--- src/rtl/fetch_unit_if.sv ---
// Fetch-to-imem/decode bus: imem address/data, redirect, and the decoded
// instruction fields with their valid/ready handshake.
interface fetch_unit_if #(
  parameter int unsigned ADDR_W = 12
);
  logic [ADDR_W-1:0] imem_addr;
  logic [31:0]       imem_q;
  logic              redirect;
  logic [ADDR_W-1:0] redirect_pc;
  logic              dec_ready;
  logic              inst_valid;
  logic [ADDR_W-1:0] inst_pc;
  logic [4:0]        opcode;
  logic [4:0]        rd;
  logic [4:0]        rs;
  logic [4:0]        rt;
  logic [4:0]        shamt;
  logic [4:0]        alu_op;
  logic [16:0]       imm;
  logic [26:0]       target;
  logic [31:0]       fetch_count;

  modport master (
    output imem_addr, inst_valid, inst_pc, opcode, rd, rs, rt, shamt,
           alu_op, imm, target, fetch_count,
    input  imem_q, redirect, redirect_pc, dec_ready
  );

  modport slave (
    input  imem_addr, inst_valid, inst_pc, opcode, rd, rs, rt, shamt,
           alu_op, imm, target, fetch_count,
    output imem_q, redirect, redirect_pc, dec_ready
  );
endinterface

--- src/rtl/fetch_unit.sv ---
// Instruction fetch stage: drives imem address, captures the word one cycle
// later and holds its decoded fields under a valid/ready handshake to decode.
module fetch_unit #(
  parameter int unsigned          ADDR_W   = 12,
  parameter logic [ADDR_W-1:0]    RESET_PC = '0
) (
  input  logic         clock,
  input  logic         reset,
  fetch_unit_if.master bus
);

  typedef enum logic [1:0] {
    S_ISSUE,
    S_WAIT,
    S_HOLD
  } state_t;

  state_t            r_state;
  state_t            w_next;
  logic              w_capture;
  logic              w_accept;

  logic [ADDR_W-1:0] r_pc;
  logic [31:0]       r_ir;
  logic [ADDR_W-1:0] r_inst_pc;
  logic              r_valid;
  logic [31:0]       r_count;

  always_ff @(posedge clock) begin
    if (reset) r_state <= S_ISSUE;
    else       r_state <= w_next;
  end

  // Redirect overrides the next state and suppresses capture, but an
  // instruction handed over in the same cycle still counts as accepted.
  always_comb begin
    w_next    = r_state;
    w_capture = 1'b0;
    w_accept  = 1'b0;
    case (r_state)
      S_ISSUE: w_next = S_WAIT;
      S_WAIT: begin
        w_next    = S_HOLD;
        w_capture = 1'b1;
      end
      S_HOLD: begin
        if (bus.dec_ready) begin
          w_next   = S_WAIT;
          w_accept = 1'b1;
        end
      end
      default: w_next = S_ISSUE;
    endcase
    if (bus.redirect) begin
      w_next    = S_ISSUE;
      w_capture = 1'b0;
    end
  end

  always_ff @(posedge clock) begin
    if (reset) begin
      r_pc      <= RESET_PC;
      r_ir      <= '0;
      r_inst_pc <= '0;
      r_valid   <= 1'b0;
      r_count   <= '0;
    end else begin
      if (w_accept) r_count <= r_count + 32'd1;
      if (bus.redirect) begin
        r_pc    <= bus.redirect_pc;
        r_valid <= 1'b0;
      end else if (w_capture) begin
        r_ir      <= bus.imem_q;
        r_inst_pc <= r_pc;
        r_pc      <= r_pc + ADDR_W'(1);
        r_valid   <= 1'b1;
      end else if (w_accept) begin
        r_valid <= 1'b0;
      end
    end
  end

  assign bus.imem_addr   = r_pc;
  assign bus.inst_valid  = r_valid;
  assign bus.inst_pc     = r_inst_pc;
  assign bus.opcode      = r_ir[31:27];
  assign bus.rd          = r_ir[26:22];
  assign bus.rs          = r_ir[21:17];
  assign bus.rt          = r_ir[16:12];
  assign bus.shamt       = r_ir[11:7];
  assign bus.alu_op      = r_ir[6:2];
  assign bus.imm         = r_ir[16:0];
  assign bus.target      = r_ir[26:0];
  assign bus.fetch_count = r_count;

endmodule

--- src/flat_wrapper.sv ---
// flat-port wrapper written by rule: the top's interface ports become plain ports
module fetch_unit_flat 
#(
  parameter int unsigned          ADDR_W   = 12,
  parameter logic [ADDR_W-1:0]    RESET_PC = '0
)
  (clock, reset, bus_imem_addr, bus_inst_valid, bus_inst_pc, bus_opcode, bus_rd, bus_rs, bus_rt, bus_shamt, bus_alu_op, bus_imm, bus_target, bus_fetch_count, bus_imem_q, bus_redirect, bus_redirect_pc, bus_dec_ready);
  fetch_unit_if #(.ADDR_W(ADDR_W)) bus_i ();
  input  logic clock;
  input  logic reset;
  output wire logic [$bits(bus_i.imem_addr)-1:0] bus_imem_addr;
  output wire logic [$bits(bus_i.inst_valid)-1:0] bus_inst_valid;
  output wire logic [$bits(bus_i.inst_pc)-1:0] bus_inst_pc;
  output wire logic [$bits(bus_i.opcode)-1:0] bus_opcode;
  output wire logic [$bits(bus_i.rd)-1:0] bus_rd;
  output wire logic [$bits(bus_i.rs)-1:0] bus_rs;
  output wire logic [$bits(bus_i.rt)-1:0] bus_rt;
  output wire logic [$bits(bus_i.shamt)-1:0] bus_shamt;
  output wire logic [$bits(bus_i.alu_op)-1:0] bus_alu_op;
  output wire logic [$bits(bus_i.imm)-1:0] bus_imm;
  output wire logic [$bits(bus_i.target)-1:0] bus_target;
  output wire logic [$bits(bus_i.fetch_count)-1:0] bus_fetch_count;
  input wire logic [$bits(bus_i.imem_q)-1:0] bus_imem_q;
  input wire logic [$bits(bus_i.redirect)-1:0] bus_redirect;
  input wire logic [$bits(bus_i.redirect_pc)-1:0] bus_redirect_pc;
  input wire logic [$bits(bus_i.dec_ready)-1:0] bus_dec_ready;
  assign bus_imem_addr = bus_i.imem_addr;
  assign bus_inst_valid = bus_i.inst_valid;
  assign bus_inst_pc = bus_i.inst_pc;
  assign bus_opcode = bus_i.opcode;
  assign bus_rd = bus_i.rd;
  assign bus_rs = bus_i.rs;
  assign bus_rt = bus_i.rt;
  assign bus_shamt = bus_i.shamt;
  assign bus_alu_op = bus_i.alu_op;
  assign bus_imm = bus_i.imm;
  assign bus_target = bus_i.target;
  assign bus_fetch_count = bus_i.fetch_count;
  assign bus_i.imem_q = bus_imem_q;
  assign bus_i.redirect = bus_redirect;
  assign bus_i.redirect_pc = bus_redirect_pc;
  assign bus_i.dec_ready = bus_dec_ready;
  fetch_unit #(.ADDR_W(ADDR_W), .RESET_PC(RESET_PC)) u_core (.clock(clock), .reset(reset), .bus(bus_i));
endmodule
--- config.mk ---
export PLATFORM = sky130hd
export DESIGN_NAME = fetch_unit_flat
export DESIGN_NICKNAME = d
export VERILOG_FILES = /design/src/rtl/fetch_unit_if.sv /design/src/rtl/fetch_unit.sv /design/src/flat_wrapper.sv
export SDC_FILE = /design/constraint.sdc
export NUM_CORES = 1
export LEC_CHECK = 0
export CORE_ASPECT_RATIO = 1.2
export CORE_MARGIN = 10
export CORE_UTILIZATION = 46
export DETAILED_ROUTE_END_ITERATION = 8
export GPL_TIMING_DRIVEN = 0
export PLACE_DENSITY = 0.86
export SYNTH_ARGS = -nofsm -noshare
export SYNTH_HDL_FRONTEND = slang
export SYNTH_SLANG_ARGS = --single-unit
--- constraint.sdc ---
create_clock -name clock -period 4.5 [get_ports clock]
set_input_delay 0.9 -clock clock [delete_from_list [all_inputs] [get_ports clock]]
set_output_delay 0.9 -clock clock [all_outputs]
set_load 0.05 [all_outputs]
; Word-level counts from Yosys, hierarchy flattened
; Index checks and enable logic that the tools add are counted.
[classes]
n_addsub = 2
eq_ne = 3
muxes = 10
n_bitwise = 1
reduce_logical = 5
[ops]
columns = cell, count
row1 = $add A32 B1 Y32 const B, 1
row2 = $mux W12, 2
row3 = $add A12 B1 Y12 const B, 1
row4 = $mux W1, 6
row5 = $pmux W2 S3, 1
row6 = $reduce_bool A2 Y1, 2
row7 = $eq A2 B1 Y1 const B, 1
row8 = $eq A2 B2 Y1 const B, 1
row9 = $logic_not A2 Y1, 1
row10 = $mux W2, 1
row11 = $ne A2 B2 Y1 const B, 1
row12 = $reduce_and A2 Y1, 1
row13 = $reduce_or A2 Y1, 1
row14 = $not A1 Y1, 1
[word_totals]
ff_bits = 91
output_inout_bits = 131

; Longest topological paths before layout
[depth]
word_depth = 5
mapped_depth = 7
depth_no_buf = 5

; Worst setup path after synthesis
; OpenSTA, ideal clock, no wires.
[synth_path]
kind = reg-to-reg
start = reg u_core.r_count[2] (netlist: u_core.bus.fetch_count[2])
end = reg u_core.r_count[23] (netlist: u_core.bus.fetch_count[23])
setup_ns = 0.070
arrival_ns = 2.166
t_required_ns = 4.430
slack_ns = 2.263
path_stages_with_launch = 7
path_buffers = 2
period_less_slack_ns = 2.237
cell_sequence = dfxtp_1 buf_2 nand3_1 or4_4 buf_6 or4_1 a21oi_1
[synth_via]
elab_chain_cells = 1
[synth_rtl]
columns = element, line_no
row1 = "start, declared", fetch_unit.sv:27  ; logic [31:0] r_count;
row2 = "start signal, assigned", fetch_unit.sv:68  ; if (w_accept) r_count <= r_count + 32'd1;
row3 = $add A32 B1 Y32, fetch_unit.sv:68
; Every way passes these cells.
; A chain may end at the register's enable or synchronous reset.

; Worst setup path after layout
[layout_path]
start = reg u_core.r_ir[3]
end = out bus_target[3]
[layout_rtl]
columns = element, line_no
row1 = "start, declared", fetch_unit.sv:24  ; logic [31:0] r_ir;
row2 = "start signal, assigned", fetch_unit.sv:73  ; r_ir <= bus.imem_q;
row3 = "end, declared", flat_wrapper.sv:21  ; output wire logic [$bits(bus_i.target)-1:0] bus_target;
; No word-level cell between the ends.

==> report_table.html <==
<table>
<tr><th>Metric</th><th>Value</th></tr>
<tr><th colspan="2">Worst setup path</th></tr>
<tr><td>Crit path arrival time</td><td>approximately 1700 ps</td></tr>
<tr><td>Crit Reg-Reg Endpoint</td><td>u_core.bus.inst_pc[10]</td></tr>
<tr><td>Crit path kind</td><td>flop to primary output</td></tr>
<tr><td>Worst reg2reg path startpoint</td><td>u_core.r_state[0]</td></tr>
<tr><td>Critical Path RT</td><td>around 3600 ps</td></tr>
<tr><td>Critical Path Fanout Max</td><td>4</td></tr>
<tr><td>Worst-path cell with the longest stage delay</td><td>sky130_fd_sc_hd__clkdlybuf4s50_1</td></tr>
<tr><td>Critical path endpoint category</td><td>primary output</td></tr>
<tr><td>CP Launch Type</td><td>flop</td></tr>
<tr><td>Cell-by-cell trace of the critical path</td><td>buf_4 &gt; clkdlybuf4s50_1</td></tr>
<tr><td>Number of buffers and inverters on the critical path</td><td>2</td></tr>
<tr><td>Register-to-Register Setup Slack</td><td>between 2000 and 2500 ps</td></tr>
<tr><td>Delay contributed by the slowest stage of the critical path</td><td>between 700 and 800 ps</td></tr>
<tr><td>Critical path's top delay family</td><td>buffers and inverters</td></tr>
<tr><td>Count of cells along the worst register-to-register path</td><td>6</td></tr>
<tr><th colspan="2">Routing</th></tr>
<tr><td>Routed wirelength normalized by instance count</td><td>roughly 18 um</td></tr>
<tr><td>Detailed Routing Iterations Pass 1</td><td>5</td></tr>
<tr><td>Via density per instance</td><td>5.263</td></tr>
<tr><td>Total wire length after detailed routing</td><td>between 10 and 15 mm</td></tr>
<tr><td>Antenna violation net count after detailed routing</td><td>0</td></tr>
<tr><td>Number of vias in the routed layout</td><td>around 4300</td></tr>
<tr><td>Drt initial violations</td><td>between 150 and 200</td></tr>
<tr><td># DRC</td><td>0</td></tr>
<tr><th colspan="2">Yosys</th></tr>
<tr><td>Count of distinct cell types in the synthesized netlist</td><td>40</td></tr>
<tr><td>Synth Area in Adders</td><td>0.6064%</td></tr>
<tr><td>Cell area after technology mapping</td><td>about 4100 um^2</td></tr>
<tr><td>Post-Syn Nets</td><td>~550</td></tr>
<tr><td>Area fraction in compound gates after synthesis</td><td>between 10% and 20%</td></tr>
<tr><td>Post-synthesis simple-gate area fraction</td><td>between 20 and 25%</td></tr>
<tr><td>Xor/xnor cell area share of the yosys netlist</td><td>between 4 and 5%</td></tr>
<tr><td>Fraction of registers with async set/reset</td><td>0%</td></tr>
<tr><td>Sequential area share after synthesis</td><td>44.15%</td></tr>
<tr><td>Most used flip-flop cell after synthesis</td><td>sky130_fd_sc_hd__dfxtp_1</td></tr>
<tr><td>Synthesized instance count</td><td>around 500</td></tr>
<tr><td>Number of flops mapped to enable cells by yosys</td><td>0</td></tr>
<tr><td>#FFs+latches synth</td><td>slightly above 90</td></tr>
<tr><td>Dominant combinational cell family by area after synthesis</td><td>simple AND/OR/NAND/NOR gates</td></tr>
<tr><td>Count of yosys warnings during synthesis</td><td>0</td></tr>
<tr><td>Multiplexer fraction of the synthesized cell area</td><td>less than 1%</td></tr>
<tr><td>Mean cell area of the mapped netlist</td><td>slightly above 8 um^2</td></tr>
<tr><th colspan="2">Clock network</th></tr>
<tr><td>Clock tree from TritonCTS</td><td>built</td></tr>
<tr><td>Library cell used as clock root buffer</td><td>sky130_fd_sc_hd__clkbuf_8</td></tr>
<tr><td>Maximum clock insertion buffer count</td><td>2</td></tr>
<tr><td>Count of H-tree levels built during CTS</td><td>3</td></tr>
<tr><td>TritonCTS Buffers</td><td>9</td></tr>
<tr><td>Post-CTS Setup Repair Bufs</td><td>0</td></tr>
<tr><td>CTS sink cnt</td><td>about 90</td></tr>
<tr><td>Clock-pin transition on the worst setup and hold timing paths</td><td>between 100 and 150 ps</td></tr>
<tr><td>Number of cells upsized or downsized after cts</td><td>0</td></tr>
<tr><td>Clock latency on the worst-skew pair</td><td>approximately 360 ps</td></tr>
<tr><td>Post-CTS Hold Buffers</td><td>0</td></tr>
<tr><th colspan="2">Floorplanning</th></tr>
<tr><td>Chip height</td><td>between 100 and 150 um</td></tr>
<tr><td>Initial Util</td><td>between 40% and 50%</td></tr>
<tr><td>Total core area</td><td>slightly below 9000 um^2</td></tr>
<tr><td>Std-Cell Rows</td><td>37</td></tr>
<tr><td>Area of the die</td><td>between 10000 and 15000 um^2</td></tr>
<tr><td>Top Ports</td><td>179</td></tr>
<tr><td>Die Span X</td><td>between 100 and 150 um</td></tr>
<tr><th colspan="2">Cells and area</th></tr>
<tr><td>Multi-input combinational cell area</td><td>between 1500 and 2000 um^2</td></tr>
<tr><td>Sequential cell area</td><td>between 1500 and 2000 um^2</td></tr>
<tr><td>Most common library cell in the layout ignoring fill and taps</td><td>sky130_fd_sc_hd__clkdlybuf4s50_1</td></tr>
<tr><td>Antenna Diode Count</td><td>0</td></tr>
<tr><td>Post-route non-filler standard cell count</td><td>811</td></tr>
<tr><td>Commonest cells after routing, fill and taps aside</td><td>sky130_fd_sc_hd__clkdlybuf4s50_1 (176), sky130_fd_sc_hd__nand2_1 (105), sky130_fd_sc_hd__dfxtp_1 (91), sky130_fd_sc_hd__a21oi_1 (69), sky130_fd_sc_hd__buf_4 (42)</td></tr>
<tr><td># nets final</td><td>around 740</td></tr>
<tr><td>Share of post-route cells with drive strength above 1</td><td>9.654%</td></tr>
<tr><td>Signed area change from the synthesized netlist to the final layout</td><td>51.85%</td></tr>
<tr><td>Number of filler cells placed in the layout</td><td>664</td></tr>
<tr><th colspan="2">Global route</th></tr>
<tr><td>Total global routing overflow</td><td>0</td></tr>
<tr><td>Aggregate global-route resource usage</td><td>about 21%</td></tr>
<tr><td>Vias in the first global route</td><td>4333</td></tr>
<tr><td>Pin count of the biggest net entering global routing</td><td>18</td></tr>
<tr><td>Number of antenna violations at the first check in global routing</td><td>0</td></tr>
<tr><td>Global-route wire length before repair</td><td>22.29 mm</td></tr>
<tr><th colspan="2">Min path</th></tr>
<tr><td>Terminating pin of the worst hold path</td><td>u_core.bus.inst_pc[9]</td></tr>
<tr><td>Worst hold path depth</td><td>2</td></tr>
<tr><td>Min-delay worst type</td><td>flop to flop</td></tr>
<tr><td>Hold path startpoint</td><td>u_core.bus.inst_pc[9]</td></tr>
<tr><th colspan="2">STA</th></tr>
<tr><td>Fin Hold WS</td><td>approximately 460 ps</td></tr>
<tr><td>Clock skew after layout</td><td>around 16 ps</td></tr>
<tr><td>Post-route clock period utilization</td><td>~58%</td></tr>
<tr><td>Actual slew at the worst max-slew pin</td><td>just over 700 ps</td></tr>
<tr><td>Maximum clock frequency</td><td>381.2 MHz</td></tr>
<tr><td>Worst slew margin relative to its limit</td><td>just over 50%</td></tr>
<tr><td>Tmin final</td><td>2623 ps</td></tr>
<tr><td>Setup-failing EPs final</td><td>0</td></tr>
<tr><td>Unrepaired setup endpoints after global routing</td><td>false</td></tr>
<tr><td>Hold Fails Final Rpt</td><td>0</td></tr>
<tr><td>Final Slew Violations</td><td>0</td></tr>
<tr><td>Post-Route Setup TNS</td><td>0 ps</td></tr>
<tr><th colspan="2">Power</th></tr>
<tr><td>IR Drop Worst-Case VDD</td><td>164.8 uV</td></tr>
<tr><td>Power per Cell Area</td><td>between 200 and 300 nW/um^2</td></tr>
<tr><td>Overall power after layout</td><td>1.784 mW</td></tr>
<tr><td>Leakage power of the design</td><td>between 2 and 2.5 nW</td></tr>
<tr><th colspan="2">Placement</th></tr>
<tr><td>Final weighted congestion of routability-driven global placement</td><td>about 0.86</td></tr>
<tr><td>Post-DP HPWL</td><td>11.28 mm</td></tr>
<tr><td>Port bufs</td><td>176</td></tr>
<tr><td>Placed Cells</td><td>just under 800</td></tr>
<tr><th colspan="2">Flow run</th></tr>
<tr><td>MaxCap Viol Count</td><td>0</td></tr>
<tr><th colspan="2">Run status</th></tr>
<tr><td>Result of the run</td><td>complete, no violations</td></tr>
</table>
-- state kept, by name, indices dropped and copies added (netlist names) --
register / flops
u_core.bus.fetch_count: 32
u_core.r_ir: 32
u_core.bus.imem_addr: 12
u_core.bus.inst_pc: 12
u_core.r_state: 2
u_core.bus.inst_valid: 1
-- stage by stage --
stage,worst slack [ps],utilization (%),cell area (um^2)
3_5_place_dp,1511,69.71,6035
2_1_floorplan,2263,-,4126
3_3_place_gp,1574,69.71,6035
6_report,1877,72.38,6266
4_1_cts,1859,72.38,6266
5_1_grt,1813,72.38,6266
-- power breakdown --
| part | switching (mW) | internal [mW] |
|---|---|---|
| combinational | 0.178 | 0.118 |
| sequential | 0.0227 | 0.824 |
| clock | 0.316 | 0.325 |
| total | 0.516 | 1.27 |
-- layer usage --
layer	vias up	wire length (um)	track usage (%)
met5	-	0	0
met4	0	247	6.610
met3	21	1242	6.305
met2	192	7244	38.31
met1	1968	5531	22.06
li1	2087	-	-
-- how the worst max path moves through the flow --
stage                                   start                         end  slack, ps  cells past startpoint
floorplan           u_core.bus.fetch_count[2]  u_core.bus.fetch_count[23]       2260                      6
global placement                bus_dec_ready  u_core.bus.fetch_count[23]       1570                      6
detailed placement              bus_dec_ready  u_core.bus.fetch_count[23]       1510                      6
CTS                            u_core.r_ir[2]               bus_target[2]       1860                      2
global route                    bus_dec_ready  u_core.bus.fetch_count[18]       1810                      6
finish                         u_core.r_ir[3]               bus_target[3]       1880                      2
-- final cells by class --
type,count,area share (%)
Buffer,72,7.129
Clock buffer,9,1.977
Clock inverter,7,1.717
Inverter,7,0.4193
Multi-Input combinational cell,332,29.23
Sequential cell,91,29.07
Tap cell,117,2.336
Timing Repair Buffer,176,28.12
-- synthesized netlist by cell type, types with 8 or more instances --
cell | instances | area (um^2)
sky130_fd_sc_hd__nand2_1 | 105 | 394.1
sky130_fd_sc_hd__dfxtp_1 | 91 | 1822
sky130_fd_sc_hd__a21oi_1 | 69 | 345.3
sky130_fd_sc_hd__buf_4 | 42 | 315.3
sky130_fd_sc_hd__clkbuf_1 | 25 | 93.84
sky130_fd_sc_hd__nor2_1 | 22 | 82.58
sky130_fd_sc_hd__o31ai_1 | 17 | 127.6
sky130_fd_sc_hd__or4_1 | 17 | 127.6
sky130_fd_sc_hd__nand3_1 | 12 | 60.06
sky130_fd_sc_hd__nand4_1 | 12 | 75.07
sky130_fd_sc_hd__xnor2_1 | 11 | 96.34
sky130_fd_sc_hd__xor2_1 | 8 | 70.07
-- tightest hold or removal path, cell delays in order, from the launching register on --
cell                      delay [ps]
sky130_fd_sc_hd__dfxtp_1         320
sky130_fd_sc_hd__nand2_1          50
sky130_fd_sc_hd__a21oi_1          50
-- cell families (layout without fill, tap and decap cells) --
family / count (synthesis) / after routing
simple gates: 205 / 205
compound gates: 104 / 104
flops: 91 / 91
buf+inv: 79 / 271
xor+xnor: 19 / 19
fa+ha+maj: 2 / 2
mux: 2 / 2
No activity file was read; power rests on OpenSTA's default activity.
